--- src/rtl/bnn_pkg.sv ---
// Shared types and defaults for the binarized output-layer blocks.
// The FSM state enum, the layer-size defaults and the popcount width helper live here.
package bnn_pkg;

    localparam int BNN_IN_W        = 256;
    localparam int BNN_NUM_CLASSES = 10;

    typedef enum logic [1:0] {
        IDLE,
        ISSUE,
        DRAIN,
        DONE
    } state_t;

    // Width needed to hold a count of 0..w set bits.
    function automatic int popcnt_width(input int w);
        return $clog2(w + 1);
    endfunction

endpackage

--- src/rtl/xnor_popcount.sv ---
// Combinational XNOR-popcount: counts bit positions where the two operands agree.
// The hidden binarized layers use this same unit.
module xnor_popcount
    import bnn_pkg::*;
#(
    parameter int IN_W  = BNN_IN_W,
    parameter int CNT_W = popcnt_width(IN_W)
) (
    input  logic [IN_W-1:0]  i_a,
    input  logic [IN_W-1:0]  i_b,
    output logic [CNT_W-1:0] o_count
);

    logic [IN_W-1:0] w_xnor;

    assign w_xnor = ~(i_a ^ i_b);

    always_comb begin
        o_count = '0;
        for (int i = 0; i < IN_W; i++) begin
            o_count = o_count + CNT_W'(w_xnor[i]);
        end
    end

endmodule

--- src/rtl/bnn_argmax_sched.sv ---
// Output-layer scheduler: streams weight rows through one XNOR-popcount unit and keeps the argmax.
// Optional per-row score debug stream is enabled by defining SCORE_STREAM_EN.
module bnn_argmax_sched
    import bnn_pkg::*;
#(
    parameter int IN_W        = BNN_IN_W,
    parameter int NUM_CLASSES = BNN_NUM_CLASSES,
    parameter int CNT_W       = popcnt_width(IN_W),
    parameter int IDX_W       = (NUM_CLASSES > 1) ? $clog2(NUM_CLASSES) : 1
) (
    input  logic             clk,
    input  logic             rst,
    input  logic [IN_W-1:0]  in_data,
    input  logic             in_valid,
    output logic             in_ready,
    output logic             rom_en,
    output logic [IDX_W-1:0] rom_addr,
    input  logic [IN_W-1:0]  rom_data,
    output logic [IDX_W-1:0] out_class,
    output logic [CNT_W-1:0] out_score,
    output logic             out_valid,
    input  logic             out_ready,
`ifdef SCORE_STREAM_EN
    output logic             score_valid,
    output logic [IDX_W-1:0] score_idx,
    output logic [CNT_W-1:0] score_val,
`endif
    output logic             busy
);

    state_t           r_state;
    state_t           w_next_state;

    logic [IN_W-1:0]  r_feat;
    logic [IDX_W-1:0] r_issue_idx;
    logic             r_score_pending;
    logic [IDX_W-1:0] r_score_idx;
    logic [CNT_W-1:0] r_best;
    logic [IDX_W-1:0] r_best_idx;
    logic             r_out_valid;
    logic [IDX_W-1:0] r_out_class;
    logic [CNT_W-1:0] r_out_score;

    logic [CNT_W-1:0] w_score;
    logic             w_accept;
    logic             w_last_issue;
    logic             w_take;

    xnor_popcount #(
        .IN_W  (IN_W),
        .CNT_W (CNT_W)
    ) u_popcount (
        .i_a     (rom_data),
        .i_b     (r_feat),
        .o_count (w_score)
    );

    assign w_accept     = in_valid && in_ready;
    assign w_last_issue = (r_issue_idx == IDX_W'(NUM_CLASSES - 1));
    // Row 0 always seeds the maximum; strict compare keeps the lower index on ties.
    assign w_take       = r_score_pending && ((r_score_idx == '0) || (w_score > r_best));

    always_ff @(posedge clk) begin
        if (rst) begin
            r_state <= IDLE;
        end else begin
            r_state <= w_next_state;
        end
    end

    always_comb begin
        w_next_state = r_state;
        case (r_state)
            IDLE:    if (w_accept) w_next_state = ISSUE;
            ISSUE:   if (w_last_issue) w_next_state = DRAIN;
            DRAIN:   w_next_state = DONE;
            DONE:    if (r_out_valid && out_ready) w_next_state = IDLE;
            default: w_next_state = IDLE;
        endcase
    end

    always_comb begin
        in_ready = 1'b0;
        busy     = 1'b1;
        rom_en   = 1'b0;
        rom_addr = '0;
        case (r_state)
            IDLE: begin
                in_ready = 1'b1;
                busy     = 1'b0;
            end
            ISSUE: begin
                rom_en   = 1'b1;
                rom_addr = r_issue_idx;
            end
            default: ;
        endcase
    end

    always_ff @(posedge clk) begin
        if (rst) begin
            r_feat          <= '0;
            r_issue_idx     <= '0;
            r_score_pending <= 1'b0;
            r_score_idx     <= '0;
            r_best          <= '0;
            r_best_idx      <= '0;
            r_out_valid     <= 1'b0;
            r_out_class     <= '0;
            r_out_score     <= '0;
        end else begin
            r_score_pending <= rom_en;
            r_score_idx     <= rom_addr;

            if (w_accept) begin
                r_feat      <= in_data;
                r_issue_idx <= '0;
                r_best      <= '0;
                r_best_idx  <= '0;
            end else begin
                if (r_state == ISSUE && !w_last_issue) begin
                    r_issue_idx <= r_issue_idx + IDX_W'(1);
                end
                if (w_take) begin
                    r_best     <= w_score;
                    r_best_idx <= r_score_idx;
                end
            end

            // Result is latched once on entering DONE and then held until taken.
            if (r_state == DONE && !r_out_valid) begin
                r_out_valid <= 1'b1;
                r_out_class <= r_best_idx;
                r_out_score <= r_best;
            end else if (r_out_valid && out_ready) begin
                r_out_valid <= 1'b0;
            end
        end
    end

    assign out_valid = r_out_valid;
    assign out_class = r_out_class;
    assign out_score = r_out_score;

`ifdef SCORE_STREAM_EN
    assign score_valid = r_score_pending;
    assign score_idx   = r_score_idx;
    assign score_val   = w_score;
`endif

endmodule

--- config.mk ---
export PLATFORM = sky130hd
export DESIGN_NAME = bnn_argmax_sched
export DESIGN_NICKNAME = d
export VERILOG_FILES = /design/src/rtl/bnn_pkg.sv /design/src/rtl/xnor_popcount.sv /design/src/rtl/bnn_argmax_sched.sv
export SDC_FILE = /design/constraint.sdc
export NUM_CORES = 1
export LEC_CHECK = 0
export ABC_AREA = 1
export ABC_CLOCK_PERIOD_IN_PS = 14600
export CELL_PAD_IN_SITES_DETAIL_PLACEMENT = 1
export CELL_PAD_IN_SITES_GLOBAL_PLACEMENT = 1
export CORE_AREA = 2 2 234 236
export DETAILED_ROUTE_END_ITERATION = 10
export DIE_AREA = 0 0 236 238
export GPL_ROUTABILITY_DRIVEN = 0
export MAX_ROUTING_LAYER = met4
export PLACE_DENSITY_LB_ADDON = 0.1
export SETUP_SLACK_MARGIN = 0.1
export SLEW_MARGIN = 20
export SYNTH_ARGS = -nofsm -noshare
export SYNTH_HDL_FRONTEND = slang
export SYNTH_SLANG_ARGS = --single-unit
--- constraint.sdc ---
create_clock -name clk -period 14.6 [get_ports clk]
set_input_delay 2.92 -clock clk [delete_from_list [all_inputs] [get_ports clk]]
set_output_delay 2.92 -clock clk [all_outputs]
set_load 0.02 [all_outputs]
==> results_dict.tcl <==
set metrics [dict create \
    slew_headroom_pct 27.5 \
    initial_core_util_pct 35.9 \
    syn-num-nets 2982 \
    clock-sinks 294 \
    r2r-end "r_best_idx[2]$_SDFFE_PP0P_" \
    via_count 15720 \
    drtIter0Drc 518 \
    cts_resized 0 \
    critPathMaxFanout 26 \
    arrival_ps 12230 \
    hold_path_class "reg -> reg" \
    rows 85 \
    cp_common_cell "fa_1" \
    grt_pass1_wl_um 101000 \
    r2r_slack_ps 5290 \
    cts_buffers 38 \
    wl_um 66600 \
    grt_pass1_vias 17478 \
    io_pins 537 \
    clk_pin_slew_ps 60 \
    die_y_um 238 \
    synth_seq_area_share_pct 30.6 \
    slowest_stage "fa_1" \
    syn_inst 2169 \
    cp-start-kind "primary input" \
    htree_levels 2 \
    yosys.area.top_type_share_pct 30.6 \
    yosysTopAreaCell "dfxtp_1" \
    hold_viol 0 \
    setup_slack_ps 2810 \
    core_area_um2 53500 \
    whs_path_depth 2 \
    synthTopCellsByArea "dfxtp_1 (31%), fa_1 (25%), nor2_1 (11%)" \
    utilization_pct 49.4 \
    antenna_found_initial 32 \
    outcome "completed" \
    final_cell_mix "nor2_1 (545), clkdlybuf4s50_1 (536), dfxtp_1 (294)" \
    finalCriticalPeriod_ps 11790 \
    gr-total-overflow 0 \
    cts_root_buf "clkbuf_16" \
    cts_max_path_buffers 3 \
    synth-seq-cells 294 \
    routed_via_density 4.61 \
    final_nets 3470 \
    synth_warnings 0 \
    multi_input_area_um2 11800 \
    clkLatencyLatePin_ps 550 \
    pre_cts_ws_ps 2200 \
    required_ps 15040 \
    drive_gt1_share_pct 2.90 \
    grt_max_degree 176 \
    endpoint "r_best_idx[2]$_SDFFE_PP0P_" \
    detail-route-antenna-nets 0 \
    critical_path_class "in -> reg" \
    drcViolationCount 0 \
    dr.pass1.iters 4 \
    globalRouteTotalUtil_pct 24.4 \
    maxCapViolCount 0 \
    critPathLaunch "rom_data[190]" \
    tritoncts "done" \
    regArea_um2 5890 \
    rr_worst_depth 35 \
    whs_ps 484 \
    wl_per_cell_um 19.5 \
    synth_area_um2 19200 \
    synth_cell_types 30 \
    die_w_um 236 \
    drv_slew 0 \
    final_common_cell "nor2_1" \
    max_stage_delay_ps 640 \
    worst_clock_skew_ps 13.1 \
    hold_buffers 0 \
    rr_startpoint "r_feat[190]$_SDFFE_PP0P_" \
    worst_slew_pin_slew_ps 1090 \
    fmax_mhz 84.8 \
    port_buffers 536 \
    syn_to_final_growth_pct 37.5 \
    dp_hpwl_um 53200 \
    num-fill-cells 6213 \
    endpoint_kind "flip-flop" \
    setup_viol 0 \
    design.die.area_um2 56200 \
    post-cts-setup-buffers 0 \
    setup_tns_ps 0 \
    fin_crit_sh_pct 80.7 \
    avgSynthCellArea_um2 8.86 \
    rsz0062_at_grt "false" \
]
==> metal layers <==
metal | GRT usage, % | routed length, µm
met1 | 27.5 | 26800
met2 | 41.9 | 33600
met3 | 5.83 | 3900
met4 | 9.90 | 2300
met5 | - | 0
==> how the worst min path moves through the flow <==
stage,from,endpoint,slack (ps)
2_1_floorplan,r_best_idx[1]$_SDFFE_PP0P_,r_best_idx[1]$_SDFFE_PP0P_,450
3_5_place_dp,r_best[3]$_SDFFE_PP0P_,r_best[3]$_SDFFE_PP0P_,470
3_3_place_gp,r_best[7]$_SDFFE_PP0P_,r_best[7]$_SDFFE_PP0P_,470
6_report,r_best[3]$_SDFFE_PP0P_,r_best[3]$_SDFFE_PP0P_,480
5_1_grt,r_best[7]$_SDFFE_PP0P_,out_score[7]$_SDFFE_PP0P_,510
4_1_cts,r_best[3]$_SDFFE_PP0P_,r_best[3]$_SDFFE_PP0P_,490
==> Yosys cell counts <==
master	count
nor2_1	545
dfxtp_1	294
inv_1	282
o21ai_0	273
fa_1	242
xor2_1	203
xnor2_1	57
buf_2	55
ha_1	55
nand2_1	53
clkbuf_1	36
a21oi_1	29
nand3_1	19
a21oi_2	3
nand3b_1	3
a21o_1	2
buf_6	2
inv_2	2
nand2_2	2
o21ai_1	2
a211oi_1	1
a31oi_1	1
buf_1	1
nand2_4	1
nand4_1	1
nor2_2	1
nor2_4	1
o21ai_2	1
o221ai_1	1
or2_2	1
==> kinds of logic after synthesis <==
| kind of cell | Yosys count | share of synthesized area (%) |
|---|---|---|
| buf+inv | 378 | 7.82 |
| simple gates | 627 | 12.6 |
| fa+ha+maj | 297 | 28.8 |
| compound gates | 313 | 8.30 |
| xor+xnor | 260 | 11.9 |
| flops | 294 | 30.6 |
==> critical path: cells and delay by family <==
family | cells | cell delay, ps
buffers and inverters | 7 | 790
AOI/OAI and AO/OA | 1 | 210
adders and majority gates | 14 | 6880
and+or+nand+nor | 13 | 1290
xor gates and xnor gates | 1 | 160
==> flip-flops by register name, indices dropped and copies added (netlist names) <==
| signal | count |
|---|---|
| r_score_pending | 1 |
| out_valid | 1 |
| r_feat | 256 |
| r_best_idx | 4 |
| r_issue_idx | 4 |
| out_score | 9 |
| r_state | 2 |
| r_best | 9 |
| out_class | 4 |
| r_score_idx | 4 |
==> cell type report <==
cell class	count	share of cell area, %
Sequential cell	294	22.3
Antenna cell	31	0.294
Multi-Input combinational cell	1497	44.8
Clock buffer	58	4.39
Tap cell	696	3.30
Clock inverter	11	0.407
Timing Repair Buffer	542	20.5
Inverter	284	4.09
==> through the flow <==
step                      std cells  instance area [µm²]
after global routing           3413                26400
after CTS                      3382                26300
after global placement         3313                25100
after floorplan                2169                19200
final                          3413                26400
after detailed placement       3313                25100
Power is not shown: default switching activity piles up to over one toggle a cycle in this logic, so the estimate is an artifact.
